===== src/rtl/wb_stage_ctrl_pkg.sv =====
// Shared definitions for the MEM/WB write-back stage: load size codes,
// stage state encoding and the hard-wired zero register index.
package wb_stage_ctrl_pkg;

    typedef enum logic [1:0] {
        LD_BYTE  = 2'd0,
        LD_HALF  = 2'd1,
        LD_WORD  = 2'd2,
        LD_DWORD = 2'd3
    } ld_size_e;

    typedef enum logic [1:0] {
        ST_EMPTY   = 2'd0,
        ST_ALU_RDY = 2'd1,
        ST_LD_WAIT = 2'd2
    } wb_state_e;

    // Register 0 is hard-wired; writes to it are suppressed.
    localparam int REG_ZERO = 0;

endpackage


===== src/rtl/wb_stage_ctrl_if.sv =====
// MEM -> WB upstream handshake bundle. The MEM stage is the master,
// the write-back stage is the slave that returns in_ready.
interface wb_stage_ctrl_if #(
    parameter int DATA_W = 32,
    parameter int REG_AW = 5
);
    localparam int OFF_W = $clog2(DATA_W / 8);

    logic              in_valid;
    logic              in_ready;
    logic [DATA_W-1:0] in_alu_result;
    logic [REG_AW-1:0] in_reg_dest;
    logic              in_reg_write;
    logic              in_mem_to_reg;
    logic [1:0]        in_load_size;
    logic              in_load_unsigned;
    logic [OFF_W-1:0]  in_byte_off;

    modport master (
        output in_valid, in_alu_result, in_reg_dest, in_reg_write,
               in_mem_to_reg, in_load_size, in_load_unsigned, in_byte_off,
        input  in_ready
    );

    modport slave (
        input  in_valid, in_alu_result, in_reg_dest, in_reg_write,
               in_mem_to_reg, in_load_size, in_load_unsigned, in_byte_off,
        output in_ready
    );

endinterface


===== src/rtl/wb_stage_ctrl_load_extend.sv =====
// Sub-word load extraction: selects the addressed little-endian lane of
// the aligned memory word and sign- or zero-extends it to DATA_W.
module wb_stage_ctrl_load_extend
    import wb_stage_ctrl_pkg::*;
#(
    parameter int DATA_W = 32,
    parameter int OFF_W  = $clog2(DATA_W / 8)
) (
    input  logic [1:0]        size,
    input  logic              is_unsigned,
    input  logic [OFF_W-1:0]  byte_off,
    input  logic [DATA_W-1:0] rdata,
    output logic [DATA_W-1:0] data
);
    localparam int SH_W = OFF_W + 3;

    logic [SH_W-1:0]   off_s;
    logic [SH_W-1:0]   shamt_s;
    logic [DATA_W-1:0] mask_s;
    logic [DATA_W-1:0] lane_s;
    logic              sign_s;

    assign off_s = SH_W'(byte_off);

    // Lane bit shift and lane mask; dropping low offset bits aligns the lane.
    // Dword on a 32-bit datapath degenerates to the whole word.
    always_comb begin
        shamt_s = '0;
        mask_s  = '0;
        case (size)
            LD_BYTE: begin
                shamt_s = off_s << 3'd3;
                mask_s  = DATA_W'(64'h0000_0000_0000_00FF);
            end
            LD_HALF: begin
                shamt_s = (off_s >> 3'd1) << 3'd4;
                mask_s  = DATA_W'(64'h0000_0000_0000_FFFF);
            end
            LD_WORD: begin
                shamt_s = (off_s >> 3'd2) << 3'd5;
                mask_s  = DATA_W'(64'h0000_0000_FFFF_FFFF);
            end
            LD_DWORD: begin
                shamt_s = '0;
                mask_s  = '1;
            end
            default: begin
                shamt_s = '0;
                mask_s  = '1;
            end
        endcase
    end

    assign lane_s = rdata >> shamt_s;
    // Lane MSB is the bit where the mask's top set bit sits.
    assign sign_s = |(lane_s & (mask_s ^ (mask_s >> 1'b1)));
    assign data   = (lane_s & mask_s) | ((sign_s && !is_unsigned) ? ~mask_s : '0);

endmodule


===== src/rtl/wb_stage_ctrl.sv =====
// MEM/WB write-back stage: holds the MEM/WB register, waits for late
// load data with back-pressure, and drives the register-file write port
// plus the matching WB forwarding bus.
module wb_stage_ctrl
    import wb_stage_ctrl_pkg::*;
#(
    parameter int DATA_W = 32,
    parameter int REG_AW = 5
) (
    input  logic              clk,
    input  logic              reset,
    wb_stage_ctrl_if.slave    stage_in,
    input  logic              flush,
    input  logic              mem_rdata_valid,
    input  logic [DATA_W-1:0] mem_rdata,
    output logic              wb_write_en,
    output logic [REG_AW-1:0] wb_write_reg,
    output logic [DATA_W-1:0] wb_write_data,
    output logic              fwd_valid,
    output logic [REG_AW-1:0] fwd_reg,
    output logic [DATA_W-1:0] fwd_data
);
    localparam int OFF_W = $clog2(DATA_W / 8);

    wb_state_e         state_r;
    wb_state_e         state_nxt_s;
    logic [DATA_W-1:0] alu_result_r;
    logic [REG_AW-1:0] reg_dest_r;
    logic              reg_write_r;
    logic [1:0]        load_size_r;
    logic              load_unsigned_r;
    logic [OFF_W-1:0]  byte_off_r;

    logic              in_ready_s;
    logic              capture_s;
    logic              dest_live_s;
    logic              write_en_s;
    logic [REG_AW-1:0] write_reg_s;
    logic [DATA_W-1:0] write_data_s;
    logic [DATA_W-1:0] load_data_s;

    wb_stage_ctrl_load_extend #(
        .DATA_W (DATA_W)
    ) u_load_extend (
        .size        (load_size_r),
        .is_unsigned (load_unsigned_r),
        .byte_off    (byte_off_r),
        .rdata       (mem_rdata),
        .data        (load_data_s)
    );

    // A flush blocks capture even though in_ready still reflects the state.
    assign capture_s   = stage_in.in_valid && in_ready_s && !flush;
    assign dest_live_s = reg_write_r && (reg_dest_r != REG_AW'(REG_ZERO));

    // State register.
    always_ff @(posedge clk) begin
        if (reset) begin
            state_r <= ST_EMPTY;
        end else begin
            state_r <= state_nxt_s;
        end
    end

    // MEM/WB pipeline register: cleared on reset/flush, loaded on capture.
    always_ff @(posedge clk) begin
        if (reset || flush) begin
            alu_result_r    <= '0;
            reg_dest_r      <= '0;
            reg_write_r     <= 1'b0;
            load_size_r     <= 2'd0;
            load_unsigned_r <= 1'b0;
            byte_off_r      <= '0;
        end else if (capture_s) begin
            alu_result_r    <= stage_in.in_alu_result;
            reg_dest_r      <= stage_in.in_reg_dest;
            reg_write_r     <= stage_in.in_reg_write;
            load_size_r     <= stage_in.in_load_size;
            load_unsigned_r <= stage_in.in_load_unsigned;
            byte_off_r      <= stage_in.in_byte_off;
        end
    end

    // Next-state logic: flush wins, then a new capture, else retire or hold.
    always_comb begin
        state_nxt_s = state_r;
        if (flush) begin
            state_nxt_s = ST_EMPTY;
        end else if (capture_s) begin
            state_nxt_s = stage_in.in_mem_to_reg ? ST_LD_WAIT : ST_ALU_RDY;
        end else begin
            case (state_r)
                ST_EMPTY:   state_nxt_s = ST_EMPTY;
                ST_ALU_RDY: state_nxt_s = ST_EMPTY;
                ST_LD_WAIT: state_nxt_s = mem_rdata_valid ? ST_EMPTY : ST_LD_WAIT;
                default:    state_nxt_s = ST_EMPTY;
            endcase
        end
    end

    // Output decode: write strobe, address, data and upstream ready.
    always_comb begin
        in_ready_s   = 1'b1;
        write_en_s   = 1'b0;
        write_reg_s  = '0;
        write_data_s = '0;
        case (state_r)
            ST_EMPTY: begin
                in_ready_s = 1'b1;
            end
            ST_ALU_RDY: begin
                write_reg_s  = reg_dest_r;
                write_data_s = alu_result_r;
                write_en_s   = dest_live_s && !flush;
            end
            ST_LD_WAIT: begin
                write_reg_s = reg_dest_r;
                in_ready_s  = mem_rdata_valid;
                if (mem_rdata_valid) begin
                    write_data_s = load_data_s;
                    write_en_s   = dest_live_s && !flush;
                end else begin
                    write_data_s = '0;
                    write_en_s   = 1'b0;
                end
            end
            default: begin
                in_ready_s = 1'b1;
            end
        endcase
    end

    assign stage_in.in_ready = in_ready_s;
    assign wb_write_en       = write_en_s;
    assign wb_write_reg      = write_reg_s;
    assign wb_write_data     = write_data_s;
    assign fwd_valid         = write_en_s;
    assign fwd_reg           = write_reg_s;
    assign fwd_data          = write_data_s;

endmodule


===== src/flat_wrapper.sv =====
// flat-port wrapper written by rule: the top's interface ports become plain ports
module wb_stage_ctrl_flat import wb_stage_ctrl_pkg::*;
#(
    parameter int DATA_W = 32,
    parameter int REG_AW = 5
)
  (clk, reset, flush, mem_rdata_valid, mem_rdata, wb_write_en, wb_write_reg, wb_write_data, fwd_valid, fwd_reg, fwd_data, stage_in_in_valid, stage_in_in_alu_result, stage_in_in_reg_dest, stage_in_in_reg_write, stage_in_in_mem_to_reg, stage_in_in_load_size, stage_in_in_load_unsigned, stage_in_in_byte_off, stage_in_in_ready);
  wb_stage_ctrl_if #(.DATA_W(DATA_W), .REG_AW(REG_AW)) stage_in_i ();
  input  logic clk;
  input  logic reset;
  input  logic flush;
  input  logic mem_rdata_valid;
  input  logic [DATA_W-1:0] mem_rdata;
  output logic wb_write_en;
  output logic [REG_AW-1:0] wb_write_reg;
  output logic [DATA_W-1:0] wb_write_data;
  output logic fwd_valid;
  output logic [REG_AW-1:0] fwd_reg;
  output logic [DATA_W-1:0] fwd_data;
  input wire logic [$bits(stage_in_i.in_valid)-1:0] stage_in_in_valid;
  input wire logic [$bits(stage_in_i.in_alu_result)-1:0] stage_in_in_alu_result;
  input wire logic [$bits(stage_in_i.in_reg_dest)-1:0] stage_in_in_reg_dest;
  input wire logic [$bits(stage_in_i.in_reg_write)-1:0] stage_in_in_reg_write;
  input wire logic [$bits(stage_in_i.in_mem_to_reg)-1:0] stage_in_in_mem_to_reg;
  input wire logic [$bits(stage_in_i.in_load_size)-1:0] stage_in_in_load_size;
  input wire logic [$bits(stage_in_i.in_load_unsigned)-1:0] stage_in_in_load_unsigned;
  input wire logic [$bits(stage_in_i.in_byte_off)-1:0] stage_in_in_byte_off;
  output wire logic [$bits(stage_in_i.in_ready)-1:0] stage_in_in_ready;
  assign stage_in_i.in_valid = stage_in_in_valid;
  assign stage_in_i.in_alu_result = stage_in_in_alu_result;
  assign stage_in_i.in_reg_dest = stage_in_in_reg_dest;
  assign stage_in_i.in_reg_write = stage_in_in_reg_write;
  assign stage_in_i.in_mem_to_reg = stage_in_in_mem_to_reg;
  assign stage_in_i.in_load_size = stage_in_in_load_size;
  assign stage_in_i.in_load_unsigned = stage_in_in_load_unsigned;
  assign stage_in_i.in_byte_off = stage_in_in_byte_off;
  assign stage_in_in_ready = stage_in_i.in_ready;
  wb_stage_ctrl #(.DATA_W(DATA_W), .REG_AW(REG_AW)) u_core (.clk(clk), .reset(reset), .stage_in(stage_in_i), .flush(flush), .mem_rdata_valid(mem_rdata_valid), .mem_rdata(mem_rdata), .wb_write_en(wb_write_en), .wb_write_reg(wb_write_reg), .wb_write_data(wb_write_data), .fwd_valid(fwd_valid), .fwd_reg(fwd_reg), .fwd_data(fwd_data));
endmodule

===== config.mk =====
export PLATFORM = sky130hd
export DESIGN_NAME = wb_stage_ctrl_flat
export DESIGN_NICKNAME = d
export VERILOG_FILES = /design/src/rtl/wb_stage_ctrl_pkg.sv /design/src/rtl/wb_stage_ctrl_if.sv /design/src/rtl/wb_stage_ctrl_load_extend.sv /design/src/rtl/wb_stage_ctrl.sv /design/src/flat_wrapper.sv
export SDC_FILE = /design/constraint.sdc
export NUM_CORES = 1
export LEC_CHECK = 0
export CAP_MARGIN = 20
export CORE_AREA = 2 2 95 97
export DETAILED_ROUTE_END_ITERATION = 10
export DIE_AREA = 0 0 97 99
export PLACE_DENSITY = 0.83
export SYNTH_ARGS = -nofsm -noshare
export SYNTH_HDL_FRONTEND = slang
export SYNTH_HIERARCHICAL = 1
export SYNTH_SLANG_ARGS = --single-unit

===== constraint.sdc =====
create_clock -name clk -period 3.5 [get_ports clk]
set_input_delay 0.35 -clock clk [delete_from_list [all_inputs] [get_ports clk]]
set_output_delay 0.35 -clock clk [all_outputs]
set_load 0.005 [all_outputs]

==> out/results.md <==
| Result | Reported | Unit |
|:---|:---|:---|
| Status | finished clean | - |
| Static Leak | 0.00153 | uW |
| Number of standard cells in the final layout excluding fillers | 630 | - |
| Avg WL per Cell | 17.9 | microns |
| Aggregate global routing overflow | 0 | - |
| Die extent in y | 99 | microns |
| Type of the worst min-delay path | register to register | - |
| Area grow syn2layout | 40.0 | % |
| Worst-case clock skew | 6.82 | ps |
| Initial cell density of the core | 38.9 | % |
| Critical Path Sink Type | output pin | - |
| Sequential share of the synthesized area | 27.1 | % |
| Final Instance Area | 4660 | sq um |
| Flip-flop and latch count after synthesis | 45 | - |
| Mapped Avg Cell Area | 7.70 | sq um |
| Final hold vios | 0 | - |
| Cts-stage hold buffer count | 0 | - |
| Full die area | 9600 | sq um |
| Core region area | 8550 | sq um |
| Number of buffers created by CTS | 5 | - |
| Area used by sequential logic in the layout | 901 | sq um |
| Biggest area contributors in the synthesized netlist | dfxtp_1, o21ai_2, buf_4 | - |
| Top fanout value on the critical path | 19 | - |
| Power Density | 264 | nW/um^2 |
| Worst hold stages | 2 | - |
| Max-slew violation count | 0 | - |
| Resized cells post-CTS | 0 | - |
| TritonCTS clock tree | built | - |
| Fraction of layout instances using a drive strength above 1 | 13.6 | % |
| Period Utilization, post-route | 93.1 | % |
| List of most frequent post-synthesis cells | nand2_1, dfxtp_1, nand4_1 | - |
| Total global-route track usage | 22.5 | % |
| Count of max-cap constraint violations | 0 | - |
| Width of the die | 97 | microns |
| Via count of the first global-routing pass | 3439 | - |
| Critical path startpoint | u_core/load_size_r[1]$_SDFFE_PP0P_ | - |
| Core Rows | 34 | - |
| Maximum VDD drop | 0.177 | mV |
| Synth Warn # | 6 | - |
| DP HPWL | 8050 | microns |
| Critical path data arrival time | 2910 | ps |
| Number of antenna diodes | 0 | - |
| FFs w/ async S/R, synth | 0 | % |
| Setup TNS Final | 0 | ps |
| DRC violation total after the first TritonRoute iteration | 176 | - |
| Net count after synthesis | 515 | - |
| Worst slew pin tran | 931 | ps |
| Cell Count Post-Placement | 622 | - |
| Area used by multi-input combinational logic | 1850 | sq um |
| Initial antenna violation count | 0 | - |
| Finished Core Util | 54.5 | % |
| Maximum clock frequency | 307 | MHz |
| Biggest area consumer among synthesized cells | dfxtp_1 | - |
| Clock sink count | 45 | - |
| Summed instance area of the synthesized netlist | 3330 | sq um |
| Number of iterations in the first detailed-routing pass | 5 | - |
| Number of nets still failing antenna checks after routing | 0 | - |
| Total of fill cells in the finished design | 793 | - |
| Worst slew slack as a fraction of its limit | 37.9 | % |
| Primary flip-flop cell chosen by synthesis mapping | dfxtp_1 | - |
| Maximum number of pins on one net before global-route repair | 55 | - |
| Weighted congestion at the end of routability-driven global placement | 0.876 | - |
| Worst-case clock buffer depth | 2 | - |
| Clock root cell | clkbuf_8 | - |
| Number of different library cells in the post-synthesis netlist | 39 | - |
| Clock H-tree levels | 2 | - |
| Post-route minimum period | 3260 | ps |
| Total Nets Final | 604 | - |
| Number of buffers added on ports | 157 | - |
| Placed standard-cell area | 4550 | sq um |
| Critical hold path startpoint | u_core/alu_result_r[4]$_SDFFE_PP0P_ | - |
| Instance count of the mapped netlist | 432 | - |
| Post-detailed-routing wire length | 11300 | microns |
| Start-to-end type of the worst setup path | register to output pin | - |
| Final setup vio count | 0 | - |
| Logic depth of the worst register-to-register path | 5 | - |
| Most numerous cell in the Yosys netlist | nand2_1 | - |
| Area share of the largest cell type after synthesis | 27.1 | % |
| Total DRC errors in the routed layout | 0 | - |
| Post-synth EDFFs | 0 | - |
| Unrepaired setup endpoints after global routing | no | - |
| Data required time at the worst endpoint | 3150 | ps |
| Global-route wire length before repair | 17600 | microns |
| Clock latency of the later-clocked register in the worst-skew pair | 300 | ps |
| Number of setup buffers added after CTS | 0 | - |
| Number of vias in the routed layout | 3570 | - |
| Register clock-pin slew on the reported worst setup and hold paths | 90 | ps |
| R2r startpoint | u_core/state_r[0]$_SDFF_PP0_ | - |
| Mean number of vias per cell | 5.67 | - |
| Startpoint Class | register | - |
| Number of top-level pins | 158 | - |
-- worst paths after layout --
check	slack [ps]	end
worst max-delay path	240	wb_write_data[24]
worst min-delay path	460	u_core/alu_result_r[4]$_SDFFE_PP0P_
worst max register to register	1380	u_core/state_r[0]$_SDFF_PP0_
worst min register to register	460	u_core/alu_result_r[4]$_SDFFE_PP0P_
-- routing by layer --
layer / global-route usage [%] / vias up / wire length, microns
met5: 0 / - / 0
met4: 5.53 / 0 / 99
met3: 5.04 / 12 / 878
met2: 38.0 / 185 / 5400
met1: 29.4 / 1710 / 4900
li1: - / 1663 / -
-- power breakdown --
group	switching (uW)	total (uW)	internal (uW)
clock	188	403	215
combinational	146	286	140
sequential	11.1	540	529
-- metrics by stage --
| step | total power [uW] | setup slack, ps | hold slack [ps] |
|---|---|---|---|
| after floorplan | 709 | 1410 | 429 |
| after global placement | 828 | 538 | 439 |
| after detailed placement | 835 | 454 | 449 |
| after CTS | 1240 | 269 | 459 |
| after global routing | 1280 | 67.7 | 481 |
| final | 1230 | 241 | 464 |
-- logic make-up after synthesis --
| kind of cell | count (synthesis) | share of synthesized area (%) |
|---|---|---|
| simple gates | 185 | 27.5 |
| compound gates | 98 | 22.8 |
| mux | 14 | 4.47 |
| buf+inv | 88 | 17.4 |
| flops | 45 | 27.1 |
| fa+ha+maj | 2 | 0.752 |
-- state kept, by name, summed over array words and instances, names as in the netlist --
signal,count
u_core/reg_dest_r,5
u_core/load_size_r,2
u_core/reg_write_r,1
u_core/alu_result_r,32
u_core/byte_off_r,2
u_core/load_unsigned_r,1
u_core/state_r,2
-- worst max-delay path, cell delays in order (launching register included) --
cell             delay (ps)
dfxtp_1                 470
buf_4                   300
nor2b_1                 110
buf_4                   200
o211ai_1                210
nand3_2                 360
nand3_1                 170
a22oi_1                  70
nor2_1                  170
clkdlybuf4s50_1         540
-- area by class of cell --
cell class                 count  area share (%)
clock buffer                   6            1.56
clock inverter                 2           0.833
inverter                       5           0.403
multi-input combinational    299            39.8
sequential                    45            19.3
tap                          108            2.90
timing repair buffer         165            35.2
-- placed cells by master (no fill, tap or decap), drive strengths merged --
| cell | instances |
|---|---|
| clkdlybuf4s50 | 156 |
| nand2 | 67 |
| o21ai | 51 |
| dfxtp | 45 |
| nand4 | 44 |
| nor2 | 38 |
| a22oi | 32 |
| nand3 | 17 |
| a21oi | 9 |
| buf | 9 |
| nor2b | 7 |
| mux2i | 7 |
| mux2 | 7 |
| clkbuf | 6 |
| inv | 5 |
| o211ai | 2 |
| and3b | 2 |
| ha | 2 |
| and2 | 2 |
| nand2b | 2 |
| clkinv | 1 |
| bufinv | 1 |
| nor3 | 1 |
| a21boi | 1 |
| or3b | 1 |
| or4 | 1 |
| a2111o | 1 |
| and3 | 1 |
| nand3b | 1 |
| or2 | 1 |
| a41oi | 1 |
| a31oi | 1 |
Note: power is estimated with default switching activity, not from simulation.
==> patch 1 (same flow settings) <==
`REG_AW` is set to 5 in 3 places; all go to 6.
--- a/src/rtl/wb_stage_ctrl_if.sv
+++ b/src/rtl/wb_stage_ctrl_if.sv
@@ -2,7 +2,7 @@
 // the write-back stage is the slave that returns in_ready.
 interface wb_stage_ctrl_if #(
     parameter int DATA_W = 32,
-    parameter int REG_AW = 5
+    parameter int REG_AW = 6
 );
     localparam int OFF_W = $clog2(DATA_W / 8);
 
--- a/src/rtl/wb_stage_ctrl.sv
+++ b/src/rtl/wb_stage_ctrl.sv
@@ -5,7 +5,7 @@
     import wb_stage_ctrl_pkg::*;
 #(
     parameter int DATA_W = 32,
-    parameter int REG_AW = 5
+    parameter int REG_AW = 6
 ) (
     input  logic              clk,
     input  logic              reset,
--- a/src/flat_wrapper.sv
+++ b/src/flat_wrapper.sv
@@ -2,7 +2,7 @@
 module wb_stage_ctrl_flat import wb_stage_ctrl_pkg::*;
 #(
     parameter int DATA_W = 32,
-    parameter int REG_AW = 5
+    parameter int REG_AW = 6
 )
   (clk, reset, flush, mem_rdata_valid, mem_rdata, wb_write_en, wb_write_reg, wb_write_data, fwd_valid, fwd_reg, fwd_data, stage_in_in_valid, stage_in_in_alu_result, stage_in_in_reg_dest, stage_in_in_reg_write, stage_in_in_mem_to_reg, stage_in_in_load_size, stage_in_in_load_unsigned, stage_in_in_byte_off, stage_in_in_ready);
   wb_stage_ctrl_if #(.DATA_W(DATA_W), .REG_AW(REG_AW)) stage_in_i ();
Interface: changed (resized fwd_reg, stage_in_in_reg_dest and wb_write_reg); port bits go from 158 to 161. The function was not compared with the original's and may differ.
==> patch 1 against the original RTL <==
Total power up 1.6%; via count is 1.1% lower; clock power grew 1%; synthesized area up 1.4%; final cell count up 1.4%; cell area up 1.5%; clock skew hardly changed; largest power group unchanged; sequential cell count rose by 1; wire length decreased by 0.98%; setup slack gained 0.036 ns; sequential share of layout area grew 0.14 points.
==> patch 1: results (changes against the original RTL) <==
{| class="wikitable"
! Metric !! Value
|-
| Wirelength per Cell || 17.5 um (-2.4%)
|-
| Worst Clk Skew || 0.00674 ns (-0.0000800 ns)
|-
| Outcome || finished clean
|-
| Synthesized Nets || 522 (+1.4%)
|-
| Worst flop-to-flop path endpoint || u_core/alu_result_r[9]$_SDFFE_PP0P_
|-
| Delay of the slowest cell on the worst path || 0.64 ns (+0.10 ns)
|-
| Biggest fanout along the worst timing path || 16 (-3)
|-
| Setup slack after placement || 0.473 ns (+0.0189 ns)
|-
| Max Clk Rate || 310 MHz (+1.1%)
|-
| Wire length of the first global-routing pass || 17.6 mm (about the same)
|-
| Largest net degree at the start of global routing || 49 (-11%)
|-
| Leading registers by flop count || u_core/alu_result_r: 32 flops, u_core/reg_dest_r: 6 flops
|-
| Count of buffers from port buffering || 160 (+1.9%)
|-
| Fraction of layout cells with a size suffix above 1 || 0.137 (+0.00146)
|-
| Data arrival time of the critical path || 2.87 ns (-0.04 ns)
|-
| Drt initial violations || 151 (-14%)
|-
| Worst hold endpoint || u_core/alu_result_r[18]$_SDFFE_PP0P_
|-
| Area contributors post-synth || sky130_fd_sc_hd__dfxtp_1 (27%), sky130_fd_sc_hd__o21ai_2 (10%), sky130_fd_sc_hd__buf_4 (9.1%), sky130_fd_sc_hd__nand4_1 (8.2%), sky130_fd_sc_hd__nand2_1 (7.6%)
|-
| Hold wc startpoint || u_core/alu_result_r[18]$_SDFFE_PP0P_
|-
| Vias post-DR || 3,531 (-1.1%)
|-
| Post-synth top cells || sky130_fd_sc_hd__nand2_1 (68), sky130_fd_sc_hd__dfxtp_1 (46), sky130_fd_sc_hd__nand4_1 (44)
|-
| Via count of the first global-routing pass || 3,395 (-1.3%)
|-
| Crit path max-delay cell type || sky130_fd_sc_hd__or3b_1
|-
| Total Routing Usage GR || 0.224 (-0.00101)
|-
| Length of the first detailed-routing pass in iterations || 5 (unchanged)
|-
| Average cell area after synthesis || 7.70 um2 (about the same)
|-
| Post-route worst hold slack || 0.464 ns (-0.0000360 ns)
|-
| CP top delay family || simple AND/OR/NAND/NOR gates
|-
| Final #Nets || 614 (+1.7%)
|-
| P_leak || 1.56 nW (+1.8%)
|-
| Number of cells after detailed placement || 631 (+1.4%)
|-
| Share of synthesized area occupied by flip-flops and latches || 0.273 (+0.00232)
|-
| Cell area reported after detailed placement || 4610 um2 (+1.5%)
|}
## patch 1: power by group
part / total, mW / switching, mW / internal (mW)
sequential: 0.552 / 0.0115 / 0.541
combinational: 0.287 / 0.146 / 0.141
clock: 0.409 / 0.195 / 0.214
## patch 1: layer usage
metal  GRT usage  part of all wire  vias up
met5           0                 0        -
met4      0.0401            0.0076        0
met3      0.0660             0.083        8
met2       0.388              0.49      149
met1       0.281              0.42     1677
li1            -                 -     1697
## patch 1: area by class of cell
class                           count  area [um2]
Clock inverter                      3        43.8
Sequential cell                    46         921
Multi-Input combinational cell    303        1880
Fill cell                         782        3820
Timing Repair Buffer              169        1660
Clock buffer                        5        68.8
Inverter                            5        18.8
Tap cell                          108         135
## patch 1: cells by family after synthesis
group,count (synthesis),synth area share
AO/OA/AOI/OAI,99,0.226
adder cells (fa/ha/maj),2,0.00742
buffers and inverters,89,0.172
flip-flops,46,0.273
multiplexers,14,0.0441
AND/OR/NAND/NOR,188,0.277
==> patch 2 (config.mk and constraints unchanged) <==
Made on the original files. Encoding of `wb_state_e`: now one-hot (3 bits for 3 states).
--- a/src/rtl/wb_stage_ctrl_pkg.sv
+++ b/src/rtl/wb_stage_ctrl_pkg.sv
@@ -9,10 +9,10 @@
         LD_DWORD = 2'd3
     } ld_size_e;
 
-    typedef enum logic [1:0] {
-        ST_EMPTY   = 2'd0,
-        ST_ALU_RDY = 2'd1,
-        ST_LD_WAIT = 2'd2
+    typedef enum logic [2:0] {
+        ST_EMPTY   = 3'b001,
+        ST_ALU_RDY = 3'b010,
+        ST_LD_WAIT = 3'b100
     } wb_state_e;
 
     // Register 0 is hard-wired; writes to it are suppressed.
Formal check against the unedited RTL: same outputs for any inputs over 10 cycles, from zero or initial values; not proved beyond that.
==> patch 2 against the original RTL <==
Cell area decreased by 3.5%; wire length down 7.4%; synthesized area decreased by 8.3%; die area unchanged; worst hold slack got worse by 0.013 ns; sequential cell count rose by 1; total power fell by 5.7%; sequential share of layout area grew 1.2 points; setup slack better by 0.091 ns; synthesized cell count down 8.6%; final cell count down 4.6%; critical path depth down 1; via count is 9.0% lower; critical path type unchanged.
==> patch 2: results (changes against the original RTL) <==
{| class="wikitable"
! Metric !! Value
|-
| HPWL Detailed || 7.98 mm (-0.86%)
|-
| Hold wc startpoint || u_core/reg_write_r$_SDFFE_PP0P_
|-
| Length of the first detailed-routing pass in iterations || 4 (-1)
|-
| Synthesized Nets || 476 (-7.6%)
|-
| Cell area reported after detailed placement || 4390 um2 (-3.5%)
|-
| Worst reg2reg path depth || 5 (unchanged)
|-
| Adder and majority gate portion of the synthesized area || 0 (-0.00752)
|-
| Final weighted congestion of routability-driven global placement || 0.825 (-5.8%)
|-
| Biggest fanout along the worst timing path || 16 (-3)
|-
| Share of synthesized area spent on multiplexers || 0.0488 (+0.00405)
|-
| Post-synthesis share of cell area spent on xor and xnor gates || 0.00287 (+0.00287)
|-
| Per-cell via count in the routed design || 5.40 (-4.7%)
|-
| Via count of the first global-routing pass || 3,341 (-2.8%)
|-
| Worst R2R Start || u_core/state_r[0]$_SDFF_PP1_
|-
| Drt initial violations || 117 (-34%)
|-
| Crit path max-delay cell type || sky130_fd_sc_hd__dfxtp_1
|-
| Area contributors post-synth || sky130_fd_sc_hd__dfxtp_1 (30%), sky130_fd_sc_hd__buf_4 (9.3%), sky130_fd_sc_hd__a22o_1 (9.2%), sky130_fd_sc_hd__nand4_1 (8.8%), sky130_fd_sc_hd__nand2_1 (8.1%)
|-
| DRC errors left || 0 (unchanged)
|-
| Worst flop-to-flop path endpoint || u_core/alu_result_r[6]$_SDFFE_PP0P_
|-
| Worst Clk Skew || 0.00485 ns (-0.00197 ns)
|-
| R2R Setup Slk || 1.72 ns (+0.34 ns)
|-
| Worst max-slew margin expressed relative to the limit || 0.572 (+0.193)
|-
| Largest net degree at the start of global routing || 36 (-35%)
|-
| Complex-gate fraction of the synthesized area || 0.211 (-0.0167)
|-
| Wire length of the first global-routing pass || 16.7 mm (-5.0%)
|-
| Worst setup path endpoint || wb_write_data[26]
|-
| Final #Nets || 573 (-5.1%)
|-
| CTS H-tree depth || 2 (unchanged)
|-
| Number of unique standard cell types used by synthesis || 41 (+5.1%)
|-
| Data arrival time of the critical path || 2.82 ns (-0.09 ns)
|-
| Fraction of layout cells with a size suffix above 1 || 0.0690 (-0.0670)
|-
| Total Routing Usage GR || 0.212 (-0.0130)
|-
| Worst VDD drop || 0.000154 V (-13%)
|-
| Leading registers by flop count || u_core/alu_result_r: 32 flops, u_core/reg_dest_r: 5 flops, u_core/state_r: 3 flops
|-
| Wirelength per Cell || 17.4 um (-2.9%)
|-
| Delay of the slowest cell on the worst path || 0.58 ns (+0.04 ns)
|-
| Share of synthesized area occupied by flip-flops and latches || 0.302 (+0.0311)
|-
| Outcome || finished clean
|-
| P_leak || 1.53 nW (about the same)
|-
| Post-synth top cells || sky130_fd_sc_hd__nand2_1 (66), sky130_fd_sc_hd__dfxtp_1 (46), sky130_fd_sc_hd__nand4_1 (43), sky130_fd_sc_hd__o21ai_1 (43), sky130_fd_sc_hd__buf_4 (38)
|-
| Worst hold endpoint || u_core/reg_write_r$_SDFFE_PP0P_
|}
-- patch 2: power breakdown --
| part | internal, mW | leakage, nW | switching, mW |
|---|---|---|---|
| Combinational | 0.123 | 1.11 | 0.104 |
| Sequential | 0.535 | 0.373 | 0.00997 |
| Clock | 0.214 | 0.0524 | 0.173 |
-- patch 2: logic make-up (layout without fill, tap and decap cells) --
logic type	Yosys count	in the layout
AO/OA/AOI/OAI	98	98
flip-flops	46	46
buffers and inverters	81	179
XOR/XNOR	1	1
AND/OR/NAND/NOR	155	155
multiplexers	14	14
-- patch 2: per-stage QoR --
stage / power [mW] / hold WS [ns] / instances / worst slack [ns]
finish: 1.16 / 0.451 / 601 / 0.332
global route: 1.22 / 0.462 / 601 / 0.0997
CTS: 1.18 / 0.455 / 601 / 0.326
detailed placement: 0.785 / 0.443 / 593 / 0.536
global placement: 0.782 / 0.436 / 593 / 0.568
floorplan: 0.657 / 0.424 / 395 / 1.41
-- patch 2: worst min-delay path, delay by kind of cell (launching register included) --
kind,cells,cell delay [ns]
AO/OA/AOI/OAI,1,0.05
flip-flops,1,0.31
AND/OR/NAND/NOR,1,0.05
-- patch 2: per-layer routing --
layer,GRT usage,wire (um),vias to the layer above
met5,0,0,-
met4,0.0466,59,0
met1,0.251,4360,1526
met2,0.391,5280,128
met3,0.0489,746,4
li1,-,-,1589
-- patch 2: cell type report --
type	instances	area [um2]
multi-input cells	268	1670
inverters	4	15.0
clock inverters	1	30.0
fillers	802	4060
repair buffers	167	1650
flip-flops and latches	46	921
clock buffers	7	76.3
well taps	108	135
